`src/rtl/config_stream_loader.sv`:
```
// Byte-stream configuration master: parses T/AH/AL/C/payload packets and issues one
// single-cycle tile loader write per payload byte. Optional trailing checksum: CFG_CHECKSUM_EN.
module config_stream_loader #(
  parameter int unsigned NB_TILES = 16,
  parameter int unsigned ADDR_W   = 10,
  parameter int unsigned DATA_W   = 8
) (
  input  logic                conf,
  input  logic                reset,
  input  logic [7:0]          cfg_in_data,
  input  logic                cfg_in_valid,
  output logic                cfg_in_ready,
  output logic [NB_TILES-1:0] select_tile,
  output logic [ADDR_W-1:0]   address_tile,
  output logic [DATA_W-1:0]   data_tile,
  output logic                busy,
  output logic                done,
  output logic                err,
  input  logic                err_clr
);

  typedef enum logic [2:0] {
    StIdle,
    StAddrHi,
    StAddrLo,
    StCount,
    StPayload,
`ifdef CFG_CHECKSUM_EN
    StCheck,
`endif
    StDone
  } state_e;

  state_e              state_q, state_d;
  logic                ready_q;
  logic [7:0]          tile_q, tile_d;
  logic                tile_ok_q, tile_ok_d;
  logic [7:0]          ah_q, ah_d;
  logic [ADDR_W-1:0]   addr_q, addr_d;
  logic [7:0]          cnt_q, cnt_d;
  logic [NB_TILES-1:0] sel_q, sel_d;
  logic [ADDR_W-1:0]   addr_out_q, addr_out_d;
  logic [DATA_W-1:0]   data_q, data_d;
  logic                err_q, err_d, err_set;
  logic                accept;
`ifdef CFG_CHECKSUM_EN
  logic [7:0]          sum_q, sum_d;
`endif

  assign accept = cfg_in_valid & ready_q;

  always_comb begin
    state_d    = state_q;
    tile_d     = tile_q;
    tile_ok_d  = tile_ok_q;
    ah_d       = ah_q;
    addr_d     = addr_q;
    cnt_d      = cnt_q;
    sel_d      = '0;
    addr_out_d = addr_out_q;
    data_d     = data_q;
    err_set    = 1'b0;
`ifdef CFG_CHECKSUM_EN
    sum_d      = sum_q;
    if (accept) sum_d = sum_q + cfg_in_data;
`endif
    unique case (state_q)
      StIdle: if (accept) begin
        tile_d    = cfg_in_data;
        tile_ok_d = 32'(cfg_in_data) < NB_TILES;
        err_set   = ~tile_ok_d;
`ifdef CFG_CHECKSUM_EN
        sum_d     = cfg_in_data;
`endif
        state_d   = StAddrHi;
      end
      StAddrHi: if (accept) begin
        ah_d    = cfg_in_data;
        state_d = StAddrLo;
      end
      StAddrLo: if (accept) begin
        addr_d  = ADDR_W'({ah_q, cfg_in_data});
        state_d = StCount;
      end
      StCount: if (accept) begin
        cnt_d   = cfg_in_data;
        state_d = StPayload;
      end
      StPayload: if (accept) begin
        // Invalid tiles still consume payload but never raise a select.
        sel_d      = tile_ok_q ? (NB_TILES'(1) << tile_q) : '0;
        addr_out_d = addr_q;
        data_d     = DATA_W'(cfg_in_data);
        addr_d     = addr_q + ADDR_W'(1);
        cnt_d      = cnt_q - 8'd1;
        if (cnt_q == 8'd0) begin
`ifdef CFG_CHECKSUM_EN
          state_d = StCheck;
`else
          state_d = StDone;
`endif
        end
      end
`ifdef CFG_CHECKSUM_EN
      StCheck: if (accept) begin
        err_set = cfg_in_data != sum_q;
        state_d = StDone;
      end
`endif
      StDone:  state_d = StIdle;
      default: state_d = StIdle;
    endcase
    // A new error takes priority over a simultaneous clear.
    err_d = err_set | (err_q & ~err_clr);
  end

  always_ff @(posedge conf or posedge reset) begin
    if (reset) begin
      state_q    <= StIdle;
      ready_q    <= 1'b0;
      tile_q     <= '0;
      tile_ok_q  <= 1'b0;
      ah_q       <= '0;
      addr_q     <= '0;
      cnt_q      <= '0;
      sel_q      <= '0;
      addr_out_q <= '0;
      data_q     <= '0;
      err_q      <= 1'b0;
`ifdef CFG_CHECKSUM_EN
      sum_q      <= '0;
`endif
    end else begin
      state_q    <= state_d;
      ready_q    <= state_d != StDone;
      tile_q     <= tile_d;
      tile_ok_q  <= tile_ok_d;
      ah_q       <= ah_d;
      addr_q     <= addr_d;
      cnt_q      <= cnt_d;
      sel_q      <= sel_d;
      addr_out_q <= addr_out_d;
      data_q     <= data_d;
      err_q      <= err_d;
`ifdef CFG_CHECKSUM_EN
      sum_q      <= sum_d;
`endif
    end
  end

  assign cfg_in_ready = ready_q;
  assign select_tile  = sel_q;
  assign address_tile = addr_out_q;
  assign data_tile    = data_q;
  assign busy         = state_q != StIdle;
  assign done         = state_q == StDone;
  assign err          = err_q;

endmodule
```
`config.mk`:
```
export PLATFORM = sky130hd
export DESIGN_NAME = config_stream_loader
export DESIGN_NICKNAME = d
export VERILOG_FILES = /design/src/rtl/config_stream_loader.sv
export SDC_FILE = /design/constraint.sdc
export NUM_CORES = 1
export LEC_CHECK = 0
export ABC_AREA = 0
export CAP_MARGIN = 5
export CORE_ASPECT_RATIO = 0.6
export CORE_MARGIN = 2
export CORE_UTILIZATION = 30
export DETAILED_ROUTE_END_ITERATION = 10
export MAX_ROUTING_LAYER = met4
export PLACE_DENSITY = 0.48
export RECOVER_POWER = 100
export REMOVE_ABC_BUFFERS = 1
export SKIP_LAST_GASP = 1
export SYNTH_ARGS = -nofsm -noshare
export SYNTH_HDL_FRONTEND = slang
export SYNTH_SLANG_ARGS = --single-unit
```
`constraint.sdc`:
```
create_clock -name conf -period 3.2 [get_ports conf]
set_input_delay 0.48 -clock conf [delete_from_list [all_inputs] [get_ports conf]]
set_output_delay 0.48 -clock conf [all_outputs]
set_load 0.01 [all_outputs]
```
==> metrics.cfg <==
[yosys]
ys_ff_latch = 68
synth_top_area_share = 0.575
synth_edf_count = 0
yosys.area.top_type = dfrtp_1
yosysWarnings = 0
synthArstFlopShare = 1.00
synth_area_sq_mm = 0.00296
ys_seq_area_frac = 0.575
synthMostInstantiatedCell = dfrtp_1
synth_commonest_cells = dfrtp_1 (68), mux2_2 (29), nor2_1 (24)
synth_cell_type_count = 45
avgSynthCellArea_sq_um = 11.4
synth_area_leaders = dfrtp_1 (58%), mux2_2 (11%), o21ai_0 (3.0%), nor2_1 (3.0%), a21oi_1 (2.7%)
synth_flop_cell = dfrtp_1
netlist_instances = 259

[grt]
grt_pass1_wl_microns = 12400
grt_pass1_vias = 2234
grt_antenna_before_repair = 0
grtUsageTotal = 0.159
grt_max_degree = 42
use_met2 = 0.203
use_met1 = 0.233
grt_overflow = 0
busiest_layer = met1
grtUsageMet3 = 0.0512

[critical_path]
cp_data_arrival_time_ns = 2.80
worstPathRequired_ns = 3.44
path_class = flop to flop
end_kind = flop
r2r_end = select_tile[0]
critPathMostFrequentCell = or3b_1
slowest_delay_ns = 0.70
cp_slowest_cell = nor4_1
path_cells = or3b_1, nor4_1, or3b_1, nor3_1
rrSetupSlack_ns = 0.64
start_kind = flop
cp-startpoint = state_q[0]
crit_fanout = 12
reg2regPathDepth = 4
r2r-start = state_q[0]

[clock_tree]
cts_buffer_depth = 2
cts_tree = done
worst_skew_pair.late_latency_ns = 0.33
cts.htree.levels = 3
clk_pin_slew_worst_paths_ns = 0.05
clock-sinks = 68
postCtsSetupBuffers = 0
cts_buffers = 9
cts_resized = 0
ctsHoldBuffers = 0
cts-root-buf = clkbuf_16

[power_and_ir_drop]
powerDensity_mw_per_mm2 = 916
peakVddDrop_uv = 404
power_mw = 3.53
leakage_nw = 1.67

[worst_hold_path]
hold_start = tile_q[4]
hold_class = flop to flop
hold_depth = 1
holdPathEnd = tile_q[4]

[finish]
num_antenna_cells = 0
fillCellCount = 962
areaGrowthSynthToFinish_pct = 30.2
instances_no_fill = 449
drive_gt1_frac = 0.143
fin_nets = 326

[detailed_routing]
ant_nets = 0
wire_per_inst_microns = 16.5
vias = 2205
wirelength_microns = 7390
drt-pass1-iter-count = 4
drc = 0
drtIter0Drc = 118
vias_per_cell = 4.91

[sta]
tns_ns = 0
min_period_ns = 2.56
hold_viol = 0
slew_headroom = 0.204
max_freq_ghz = 0.391
worst_pin_slew_ns = 1.19
fin_crit_sh = 0.800
grt_setup_unrepaired = no
maxSlewViolCount = 0
clock_skew_ns = 0.00948
setup_violations = 0

[die]
die-area_sq_mm = 0.0107
io_pins = 50
design.core.area_sq_mm = 0.00974
fp.dieH_microns = 80.9
num_rows = 28
initial_utilization = 0.304
die_w_microns = 132

[place]
gp_congestion = 0.820
portBuffers = 49
hpwl_microns = 5160
dp.cells = 436

[outcome]
outcome = completed

[job]
drv_cap = 0

[kinds of logic after synthesis]
kind of cell             count (synthesis)  synth area share
adder cells (fa/ha/maj)                  2           0.00846
multiplexers                            30             0.114
AND/OR/NAND/NOR                         80             0.146
flip-flops                              68             0.575
buffers and inverters                   19            0.0305
AO/OA/AOI/OAI                           57             0.117
XOR/XNOR                                 3           0.00888
[flip-flops by register name, indices dropped and copies added (netlist names)]
name and count:
addr_q 10, address_tile 10, ah_q 2, cfg_in_ready 1
cnt_q 8, data_tile 8, err 1, select_tile 16
state_q 3, tile_ok_q 1, tile_q 8
[final cells by class]
cell class | count | area [sq um] | share of cell area
flip-flops and latches | 68 | 1700 | 0.442
inverters | 6 | 22.5 | 0.00585
multi-input cells | 172 | 1140 | 0.297
repair buffers | 55 | 537 | 0.139
clock inverters | 3 | 40.0 | 0.0104
well taps | 135 | 169 | 0.0438
clock buffers | 10 | 239 | 0.0620
[per-layer routing]
| layer | part of all wire | vias to the layer above |
|---|---|---|
| met5 | 0 | - |
| met4 | 0.012 | 0 |
| met3 | 0.045 | 9 |
| met2 | 0.39 | 49 |
| met1 | 0.55 | 1106 |
| li1 | - | 1041 |
[worst max-delay path, delay by kind of cell, from the launching register on]
family           cells  cell delay [ns]
DFF                  1             0.49
and+or+nand+nor      4             1.98
[worst max-delay path by stage]
stage                                 end  slack, ns  cells past startpoint
after floorplan              data_tile[0]       0.54                      3
final                      select_tile[0]       0.64                      4
after detailed placement        tile_q[0]       0.76                      4
after global routing       select_tile[0]       0.42                      4
after CTS                 address_tile[0]       0.94                      4
after global placement          tile_q[1]       0.80                      4
[through the flow]
stage | hold WS (ns) | util | setup slack (ns) | area, sq um
floorplan | 0.461 | - | 0.541 | 2890
global placement | 0.485 | 0.371 | 0.797 | 3610
detailed placement | 0.490 | 0.371 | 0.761 | 3610
CTS | 0.502 | 0.399 | 0.937 | 3890
global route | 0.519 | 0.396 | 0.417 | 3850
finish | 0.499 | 0.396 | 0.640 | 3850
[report_power, final]
| part | switching, mW | leakage (nW) | internal [mW] |
|---|---|---|---|
| sequential | 0.317 | 0.848 | 1.18 |
| clock | 0.335 | 0.140 | 0.607 |
| combinational | 0.525 | 0.678 | 0.567 |
[cells in the final DEF (no fill, tap or decap), types with 2 or more instances in the layout]
cell type / count
inv_1: 6
nor3_1: 8
o21ai_0: 18
or4_1: 2
nor2_1: 24
mux2_2: 29
o31ai_1: 2
clkbuf_1: 3
a31oi_1: 3
o22ai_1: 5
xor2_1: 2
nor4b_1: 2
o22a_1: 2
nand3_1: 7
nand4_1: 2
dlygate4sd3_1: 40
or3_1: 3
a21oi_1: 16
ha_1: 2
clkinv_2: 2
buf_4: 2
nand2_1: 14
a2bb2oi_1: 3
clkbuf_16: 9
nor4_1: 4
clkdlybuf4s50_1: 9
nand3b_1: 3
dfrtp_1: 68
or3b_1: 2
nand2b_1: 4
(Power assumes the default switching activity.)
